$ cat config.mk
export PLATFORM = sky130hd
export DESIGN_NAME = wb_l2_arbiter
export DESIGN_NICKNAME = d
export VERILOG_FILES = /design/src/rtl/wb_l2_arbiter_pkg.sv /design/src/rtl/wb_l2_arbiter_stall_ctr.sv /design/src/rtl/wb_l2_arbiter.sv
export SDC_FILE = /design/constraint.sdc
export NUM_CORES = 1
export LEC_CHECK = 0
export ABC_AREA = 1
export CAP_MARGIN = 15
export CORE_AREA = 4 4 333 335
export DETAILED_ROUTE_END_ITERATION = 10
export DIE_AREA = 0 0 337 339
export PLACE_DENSITY = 0.35
export SLEW_MARGIN = 20
export SYNTH_ARGS = -nofsm -noshare
export SYNTH_HDL_FRONTEND = slang
export SYNTH_SLANG_ARGS = --single-unit
$ cat constraint.sdc
create_clock -name clk -period 2.2 [get_ports clk]
set_clock_uncertainty 0.1 [all_clocks]
set_input_delay 0.44 -clock clk [delete_from_list [all_inputs] [get_ports clk]]
set_output_delay 0.44 -clock clk [all_outputs]
set_load 0.1 [all_outputs]
$ cat src/rtl/wb_l2_arbiter_pkg.sv
// Shared types for the core-to-L2 wishbone arbiter: grant states and line/mask types.
package wb_l2_arbiter_pkg;

  localparam int LINE_W = 128;
  localparam int MASK_W = LINE_W / 8;

  typedef logic [LINE_W-1:0] lc3b_line;
  typedef logic [MASK_W-1:0] lc3b_mask;

  typedef enum logic [1:0] {
    IDLE    = 2'd0,
    GRANT_I = 2'd1,
    GRANT_M = 2'd2
  } arb_state_t;

endpackage

$ cat src/rtl/wb_l2_arbiter_stall_ctr.sv
// Saturating stall counter with synchronous clear; only built when ARB_STATS_EN is defined.
`ifdef ARB_STATS_EN
module wb_arb_stall_ctr #(
  parameter int CNT_W = 16
) (
  input  logic             clk,
  input  logic             rst,
  input  logic             clr,
  input  logic             inc,
  output logic [CNT_W-1:0] count
);

  function automatic logic [CNT_W-1:0] sat_inc(input logic [CNT_W-1:0] v);
    return (&v) ? v : v + CNT_W'(1);
  endfunction

  // clear wins over increment so software reads a clean zero next cycle
  always_ff @(posedge clk) begin
    if (rst || clr) begin
      count <= '0;
    end else if (inc) begin
      count <= sat_inc(count);
    end
  end

endmodule
`endif

$ cat src/rtl/wb_l2_arbiter.sv
// Two-requester classic wishbone arbiter (ifetch, memory) in front of L2.
// Optional stall counters are enabled with the ARB_STATS_EN macro.
module wb_l2_arbiter #(
  parameter int ADDR_W       = 12,
  parameter int DATA_W       = 128,
  parameter int SEL_W        = 16,
  parameter int STARVE_LIMIT = 4
) (
  input  logic              clk,
  input  logic              rst,
`ifdef ARB_STATS_EN
  input  logic              ifetch_stall_clear,
  input  logic              memory_stall_clear,
  output logic [15:0]       ifetch_stall,
  output logic [15:0]       memory_stall,
`endif
  input  logic              ifetch_cyc,
  input  logic              ifetch_stb,
  input  logic              ifetch_we,
  input  logic [ADDR_W-1:0] ifetch_adr,
  input  logic [DATA_W-1:0] ifetch_dat_m,
  input  logic [SEL_W-1:0]  ifetch_sel,
  output logic [DATA_W-1:0] ifetch_dat_s,
  output logic              ifetch_ack,
  input  logic              memory_cyc,
  input  logic              memory_stb,
  input  logic              memory_we,
  input  logic [ADDR_W-1:0] memory_adr,
  input  logic [DATA_W-1:0] memory_dat_m,
  input  logic [SEL_W-1:0]  memory_sel,
  output logic [DATA_W-1:0] memory_dat_s,
  output logic              memory_ack,
  output logic              l2_cyc,
  output logic              l2_stb,
  output logic              l2_we,
  output logic [ADDR_W-1:0] l2_adr,
  output logic [DATA_W-1:0] l2_dat_m,
  output logic [SEL_W-1:0]  l2_sel,
  input  logic [DATA_W-1:0] l2_dat_s,
  input  logic              l2_ack
);
  import wb_l2_arbiter_pkg::*;

  localparam int SC_W = $clog2(STARVE_LIMIT + 1);
  localparam logic [SC_W-1:0] STARVE_MAX = SC_W'(STARVE_LIMIT);

  arb_state_t        state, state_nxt;
  logic [SC_W-1:0]   starve_cnt, starve_nxt;
  logic              req_i, req_m;
  logic [DATA_W-1:0] ifetch_dat_hold, memory_dat_hold;

  function automatic logic [SC_W-1:0] starve_sat_inc(input logic [SC_W-1:0] v);
    return (v == STARVE_MAX) ? v : v + SC_W'(1);
  endfunction

  assign req_i = ifetch_cyc & ifetch_stb;
  assign req_m = memory_cyc & memory_stb;

  always_comb begin
    state_nxt  = state;
    starve_nxt = starve_cnt;
    case (state)
      IDLE: begin
        if (req_m && !(req_i && starve_cnt == STARVE_MAX)) begin
          state_nxt = GRANT_M;
          if (req_i) starve_nxt = starve_sat_inc(starve_cnt);
        end else if (req_i) begin
          state_nxt  = GRANT_I;
          starve_nxt = '0;
        end
      end
      // ACK or an abort (CYC dropped) both end the grant via an IDLE bubble
      GRANT_I: if (!ifetch_cyc || l2_ack) state_nxt = IDLE;
      GRANT_M: if (!memory_cyc || l2_ack) state_nxt = IDLE;
      default: state_nxt = IDLE;
    endcase
  end

  always_ff @(posedge clk) begin
    if (rst) begin
      state      <= IDLE;
      starve_cnt <= '0;
    end else begin
      state      <= state_nxt;
      starve_cnt <= starve_nxt;
    end
  end

  // the ungranted port keeps presenting the last line it was given
  always_ff @(posedge clk) begin
    if (state == GRANT_I) ifetch_dat_hold <= l2_dat_s;
    if (state == GRANT_M) memory_dat_hold <= l2_dat_s;
  end

  always_comb begin
    l2_cyc       = 1'b0;
    l2_stb       = 1'b0;
    l2_we        = 1'b0;
    l2_adr       = '0;
    l2_dat_m     = '0;
    l2_sel       = '0;
    ifetch_ack   = 1'b0;
    memory_ack   = 1'b0;
    ifetch_dat_s = ifetch_dat_hold;
    memory_dat_s = memory_dat_hold;
    case (state)
      GRANT_I: begin
        l2_cyc       = ifetch_cyc;
        l2_stb       = ifetch_stb;
        l2_we        = ifetch_we;
        l2_adr       = ifetch_adr;
        l2_dat_m     = ifetch_dat_m;
        l2_sel       = ifetch_sel;
        ifetch_ack   = l2_ack & ifetch_cyc;
        ifetch_dat_s = l2_dat_s;
      end
      GRANT_M: begin
        l2_cyc       = memory_cyc;
        l2_stb       = memory_stb;
        l2_we        = memory_we;
        l2_adr       = memory_adr;
        l2_dat_m     = memory_dat_m;
        l2_sel       = memory_sel;
        memory_ack   = l2_ack & memory_cyc;
        memory_dat_s = l2_dat_s;
      end
      default: ;
    endcase
  end

`ifdef ARB_STATS_EN
  wb_arb_stall_ctr #(.CNT_W(16)) u_ifetch_stall (
    .clk   (clk),
    .rst   (rst),
    .clr   (ifetch_stall_clear),
    .inc   (req_i & ~ifetch_ack),
    .count (ifetch_stall)
  );

  wb_arb_stall_ctr #(.CNT_W(16)) u_memory_stall (
    .clk   (clk),
    .rst   (rst),
    .clr   (memory_stall_clear),
    .inc   (req_m & ~memory_ack),
    .count (memory_stall)
  );
`endif

endmodule

==> results of run 1 <==
==> through the flow <==
step / instance area [um2] / instances / TNS [ns] / utilization (%)
after global routing: 30600 / 4082 / -225.50 / 28.3
after CTS: 29500 / 4032 / -208.22 / 27.3
after global placement: 27300 / 3948 / -0.818 / 25.3
after detailed placement: 27300 / 3948 / -0.561 / 25.3
final: 30600 / 4083 / -177.50 / 28.3
after floorplan: 12300 / 1668 / -104.38 / -
==> cells in the mapped netlist <==
| cell | number |
|---|---|
| nand2_1 | 1101 |
| dfxtp_1 | 261 |
| a21oi_1 | 162 |
| buf_2 | 61 |
| buf_6 | 35 |
| inv_1 | 11 |
| buf_4 | 9 |
| nor2_1 | 8 |
| ha_1 | 7 |
| clkbuf_1 | 4 |
| nand3_1 | 3 |
| o21ai_0 | 2 |
| a21o_1 | 1 |
| inv_2 | 1 |
| nor2_4 | 1 |
| xor2_1 | 1 |
==> area by class of cell <==
cell class	count	area (um2)
clock inverters	6	85.1
inverters	12	83.8
fillers	11481	77500
diodes	17	42.5
flip-flops and latches	261	5230
well taps	1414	1770
clock buffers	55	1090
repair buffers	1032	15300
multi-input cells	1286	7000
==> kinds of logic after synthesis <==
family / Yosys count / share of synthesized area [%]
AOI/OAI and AO/OA: 165 / 7.42
xor gates and xnor gates: 1 / 0.0785
adders and majority gates: 7 / 0.784
buffers and inverters: 121 / 7.41
DFF: 261 / 46.8
and+or+nand+nor: 1113 / 37.5
==> worst paths after layout <==
path / from / endpoint / cells after the start
setup reg to reg: state[1] / memory_dat_hold[9] / 10
hold reg to reg: memory_dat_hold[3] / memory_dat_hold[3] / 2
hold / removal: memory_dat_hold[3] / memory_dat_hold[3] / 2
setup / recovery: state[1] / l2_dat_m[25] / 8
==> state kept, by name, summed over array words and instances (netlist names) <==
name and count:
ifetch_dat_hold 128, memory_dat_hold 128, starve_cnt 3, state 2
==> per-layer routing <==
| metal | GRT usage, % | vias to the layer above | routed length, um |
|---|---|---|---|
| li1 | - | 7084 | - |
| met1 | 15.0 | 6415 | 32300 |
| met2 | 28.8 | 580 | 50900 |
| met3 | 4.93 | 132 | 6980 |
| met4 | 5.97 | 4 | 2630 |
| met5 | 0 | - | 32 |
==> worst max-delay path: stages (launching register included) <==
cell       delay (ns)
dfxtp_4          0.36
inv_4            0.10
ha_4             0.27
buf_4            0.20
clkbuf_16        0.15
buf_4            0.10
nand2_1          0.06
a21oi_2          0.18
buf_12           0.19
==> placed cells by master, fill, tap and decap left out, types with 11 or more instances in the layout <==
master,count
buf_12,453
a21oi_2,99
nand2_2,283
nand2_1,796
clkbuf_16,52
diode_2,17
nand2_4,22
buf_4,72
buf_16,13
a21oi_1,11
clkdlybuf4s50_1,448
a21oi_4,52
buf_6,19
dfxtp_1,259
==> what timing repair did <==
item,CTS,global route
gates resized for setup,164,116
buffers inserted,15,21
hold buffers,0,0
pin swaps,43,73
setup endpoints to repair,417,417
gates cloned,8,15
==> results.md, run 1 <==
* Die Span X at 337 um
* Area delta synth->final at 174%
* Hold Slack at approximately 0.37 ns
* Min Tclk post-route at roughly 2.7 ns
* CTS tree: done
* Cell count after synthesis at around 1700
* Critical Path End Type: output pin
* Setup slack after layout at -0.533 ns
* Worst-Skew Late Latency at 0.55 ns
* Via density at about 3.5
* Antenna violations before repair at 42
* Avg WL per Cell at about 23 um
* WL final at 92800 um
* Mapped Nets at 2124
* Layout Nets at approximately 3100
* Root Driver: clkbuf_16
* Status: finished with violations
* Hold crit path type: register to register
* Core area at 108000 um2
* Port bufs at 865
* Pre-CTS setup slack at -0.0863 ns
* Critical Path AT at 2.19 ns
* Clock transition at the registers of the reported paths at 0.06 ns
* RePlAce Congestion at a little over 0.8
* Sink Count at 261
* Startpoint Class: register
* Vias in the first global route at 14790
* Final setup viols at 417
* Max Freq at between 300 and 400 MHz
* Max clock buf depth at 3
* R2R setup slack at between 0.3 and 0.4 ns
* Max-slew headroom at 78.4%
* Die Y at about 340 um
* Tcrit/Tclk final at 124%
* Largest area contributor in the netlist: dfxtp_1
* DRC viols at 0
* WP data required at 1.66 ns
* Top cells by area, synth: dfxtp_1, nand2_1, a21oi_1
* Yosys top cell area share at 46.8%
* Slew Viols, Final at 0
* Antenna viol nets, final at 0
* Max cap viols at 0
* HPWL after DPL at 74700 um
* Synth Register Bits at 261
* Fin. Hold Viols at 0
* Starting density of the core at 10.3%
* Critical setup path kind: register to output pin
* First-pass detailed-route iteration total at 4
* I/O pin count at 866
* Pin count of the biggest net entering global routing at 33
* Die ar. at 114000 um2
* Congestion Overflow GR at 0
* Violated checks: setup timing
* Least-Margin Pin Slew at 0.323 ns
* Layout cells sized above 1 at 41.7%
* Yosys synthesis warning count at 0
* Mean cell area of the mapped netlist at 6.69 um2
* CTS Buf Count at 37
* FP Rows at ~120
* First-pass GRT wire length at 121000 um
* H-tree Lvls at 2
* RSZ-0062 raised after global routing: yes
* Crit-path max FO at 6
* Netlist cell types at 16
* Fraction of the yosys area taken by sequential cells at a little under half
* GRT Total Usage at approximately 15%
* Synthesized cell area at 11200 um2
* Routed vias at 14215
* 1st-iter DRT viols at 473
Power of run 1 is not shown: default switching activity piles up to over one toggle a cycle in this logic, so the estimate is an artifact.
==> run 2: changes to the inputs <==
--- a/config.mk
+++ b/config.mk
@@ -5,13 +5,14 @@
 export SDC_FILE = /design/constraint.sdc
 export NUM_CORES = 1
 export LEC_CHECK = 0
-export ABC_AREA = 1
+export ABC_CLOCK_PERIOD_IN_PS = 2200
 export CAP_MARGIN = 15
-export CORE_AREA = 4 4 333 335
+export CORE_AREA = 4 4 337 339
 export DETAILED_ROUTE_END_ITERATION = 10
-export DIE_AREA = 0 0 337 339
+export DIE_AREA = 0 0 341 343
 export PLACE_DENSITY = 0.35
 export SLEW_MARGIN = 20
 export SYNTH_ARGS = -nofsm -noshare
 export SYNTH_HDL_FRONTEND = slang
 export SYNTH_SLANG_ARGS = --single-unit
+export TNS_END_PERCENT = 100
==> run 2 against run 1 <==
Sequential share of layout area decreased by 0.45 points; via count decreased by 16%; global-route usage decreased by 1.1 points; maximum frequency decreased by 1.3%; die area increased by 2.4%; clock-buffer cell count increased by 1; wire length decreased by 4.1%; the flow still finishes with violations (setup timing); synthesized area increased by 2.8%; cell count decreased by 15%.
==> results.md, run 2 <==
* Status: finished with violations (unchanged)
* Violated checks: setup timing (unchanged)
* Combinational family with the most area after synthesis: multiplexers (was simple AND/OR/NAND/NOR gates)
* Setup slack after layout at -0.568 ns (was -0.533 ns)
* Layout cells sized above 1 at 58.4% (was 41.7%)
* WP data required at 1.66 ns (about the same)
* Power Dens Cells at between 1500 and 2000 nW/um2
* Share of synthesized flip-flops with an asynchronous set or reset at 0% (unchanged)
* Compound-Gate Fraction of Synth Area at 10.9% (was 7.42%)
* Root Driver: clkbuf_16 (unchanged)
* Yosys top cell area share at 45.5% (was 46.8%)
* Placed Cells at 3308 (was 3948)
* Fin. Hold Viols at 0 (unchanged)
* Max clock buf depth at 3 (unchanged)
* Ys flop type: dfxtp_1 (unchanged)
* Pin count of the biggest net entering global routing at 43 (was 33)
* GRT Total Usage at 14.0% (was 15.1%)
* Starting density of the core at 10.4% (was 10.3%)
* Yosys synthesis warning count at 0 (unchanged)
* Commonest non-fill, non-tap cell in the layout: buf_12 (was nand2_1)
* DRC viols at 0 (unchanged)
* Post-synthesis mux area share at 28.3% (was 0%)
* Number of flops mapped to enable cells by yosys at 0 (unchanged)
* Hold crit path type: register to register (unchanged)
* Sink Count at 261 (unchanged)
* Placed standard-cell area at 27200 um2 (was 27300 um2)
* Tcrit/Tclk final at 126% (was 124%)
* Hold-fix buffers, CTS at 0 (unchanged)
* FP Rows at 122 (was 121)
* Die Y at 343 um (was 339 um)
* Post-synthesis simple-gate area fraction at 9.51% (was 37.5%)
* Core area at 110000 um2 (was 108000 um2)
* Fraction of the yosys area taken by sequential cells at 45.5% (was 46.8%)
* Synthesized cell area at 11500 um2 (was 11200 um2)
* Xor and xnor area share after synthesis at 0% (was 0.0784%)
* Area delta synth->final at 174% (about the same)
* Top cells by area, synth: dfxtp_1, mux2_2, mux2_4 (was dfxtp_1, nand2_1, a21oi_1)
* Port bufs at 865 (unchanged)
* Slew Viols, Final at 0 (unchanged)
* CTS tree: done (unchanged)
* Antenna viol nets, final at 0 (unchanged)
* WL final at 89000 um (was 92800 um)
* Routed vias at 11983 (was 14215)
* Max Freq at 361 MHz (was 366 MHz)
* HPWL after DPL at 70700 um (was 74700 um)
* Post-synth top cells: dfxtp_1, mux2_2, a22oi_1 (was nand2_1, dfxtp_1, a21oi_1)
* Static leakage at 0.0120 uW
* Synth Area in Adders at 0.763% (was 0.784%)
* Worst vdd ir at 0.699 mV
* Biggest registers after layout: ifetch_dat_hold (128), memory_dat_hold (128), starve_cnt (3) (unchanged)
* Most frequent cells in the layout: buf_12, clkdlybuf4s50_1, dfxtp_1 (was nand2_1, buf_12, clkdlybuf4s50_1)
* Die Span X at 341 um (was 337 um)
* First-pass detailed-route iteration total at 4 (unchanged)
* 1st-iter DRT viols at 395 (was 473)
* Pre-CTS setup slack at -0.0984 ns (was -0.0863 ns)
* Mapped Nets at 1409 (was 2124)
* Most common cell in the netlist: dfxtp_1 (was nand2_1)
* Critical Path AT at 2.23 ns (was 2.19 ns)
* Min Tclk post-route at 2.77 ns (was 2.73 ns)
* RSZ-0062 raised after global routing: yes (unchanged)
* Post-route cell area at 31400 um2 (was 30600 um2)
* Antenna violations before repair at 39 (was 42)
* Critical Path End Type: output pin (unchanged)
* Critical setup path kind: register to output pin (unchanged)
* Synth Register Bits at 261 (unchanged)
* Max-slew headroom at 75.9% (was 78.4%)
* Vias in the first global route at 12972 (was 14790)
* I/O pin count at 866 (unchanged)
* Mean cell area of the mapped netlist at 12.0 um2 (was 6.69 um2)
* Largest area contributor in the netlist: dfxtp_1 (unchanged)
* Netlist cell types at 25 (was 16)
* Cell count after synthesis at 953 (was 1668)
* H-tree Lvls at 2 (unchanged)
* Least-Margin Pin Slew at 0.361 ns (was 0.323 ns)
* RePlAce Congestion at 0.835 (was 0.826)
* Congestion Overflow GR at 0 (unchanged)
* Max cap viols at 0 (unchanged)
* Final setup viols at 417 (unchanged)
* First-pass GRT wire length at 114000 um (was 121000 um)
* Via density at 3.44 (was 3.48)
* Startpoint Class: register (unchanged)
* Post-route insts no fill at 3486 (was 4083)
* Layout Nets at 2415 (was 3086)
* CTS Buf Count at 37 (unchanged)
* Avg WL per Cell at 25.5 um (was 22.7 um)
* Worst-Skew Late Latency at 0.54 ns (was 0.55 ns)
* Clock transition at the registers of the reported paths at 0.06 ns (about the same)
* Die ar. at 117000 um2 (was 114000 um2)
* Total power draw at 57700 uW
* Crit-path max FO at 7 (was 6)
## run 2: cell types whose count changed in the layout (fill, tap and decap cells not counted), moves of 18 or more
cell,before,now
nand2_1,796,2
nand2_2,283,0
mux2_4,0,233
a21oi_2,99,0
nor2b_2,0,96
a22oi_1,0,85
a22oi_2,0,76
nor2b_4,0,63
a21oi_4,52,0
mux2_2,0,24
nand2_4,22,0
buf_4,72,54
## run 2: timing repair
item | in CTS | in global routing
gates cloned | 20 | 20
setup buffers | 35 | 43
setup endpoints to repair | 417 | 417
pin swaps | 34 | 16
resized for setup | 265 | 112
## run 2: cell families (layout without fill, tap and decap cells)
kind of cell / count (synthesis) / in the layout
AOI/OAI and AO/OA: 167 / 167
adders and majority gates: 7 / 7
buffers and inverters: 85 / 1119
DFF: 261 / 261
muxes: 258 / 258
other: 0 / 11
and+or+nand+nor: 175 / 175
## run 2: metal layers
layer  GRT usage [%]  up-vias  wire length, um
met5               0        -              117
met4            3.87       18             2510
met3            5.85      128             8200
met2            25.4      617            45200
met1            15.0     5736            32900
li1                -     5484                -
## run 2: final cells by class
class | instances | area (um2)
multi-input combinational | 607 | 7360
timing repair buffer | 1048 | 15700
tap | 1488 | 1860
inverter | 4 | 17.5
antenna | 11 | 27.5
sequential | 261 | 5230
clock inverter | 11 | 88.8
fill | 11260 | 79000
clock buffer | 56 | 1090
## run 2: stage by stage
| step | TNS (ns) | utilization (%) | hold WS [ns] |
|---|---|---|---|
| floorplan | -35.15 | - | 0.343 |
| global placement | -8.33 | 24.7 | 0.359 |
| detailed placement | -7.88 | 24.7 | 0.380 |
| CTS | -232.55 | 27.5 | 0.393 |
| global route | -243.29 | 28.4 | 0.398 |
| finish | -199.00 | 28.4 | 0.393 |
## run 2: power by group
part	switching [uW]	internal (uW)
combinational	27300	16800
clock	2380	3440
sequential	620	7230
## run 2: final timing paths
kind | cells past startpoint | end | start | slack [ns]
setup / recovery | 7 | memory_dat_s[52] | state[1] | -0.57
hold / removal | 1 | memory_dat_hold[124] | memory_dat_hold[124] | 0.39
setup reg to reg | 9 | state[0] | state[0] | 0.05
hold reg to reg | 1 | memory_dat_hold[124] | memory_dat_hold[124] | 0.39
## run 2: worst max-delay path, cell delays in order, from the launching register on
cell and delay, ns:
dfxtp_2 0.35, buf_6 0.11, ha_4 0.22, buf_12 0.17
buf_12 0.15, clkbuf_16 0.16, mux2_4 0.32, buf_12 0.17
No activity file was read; power rests on OpenSTA's default activity.
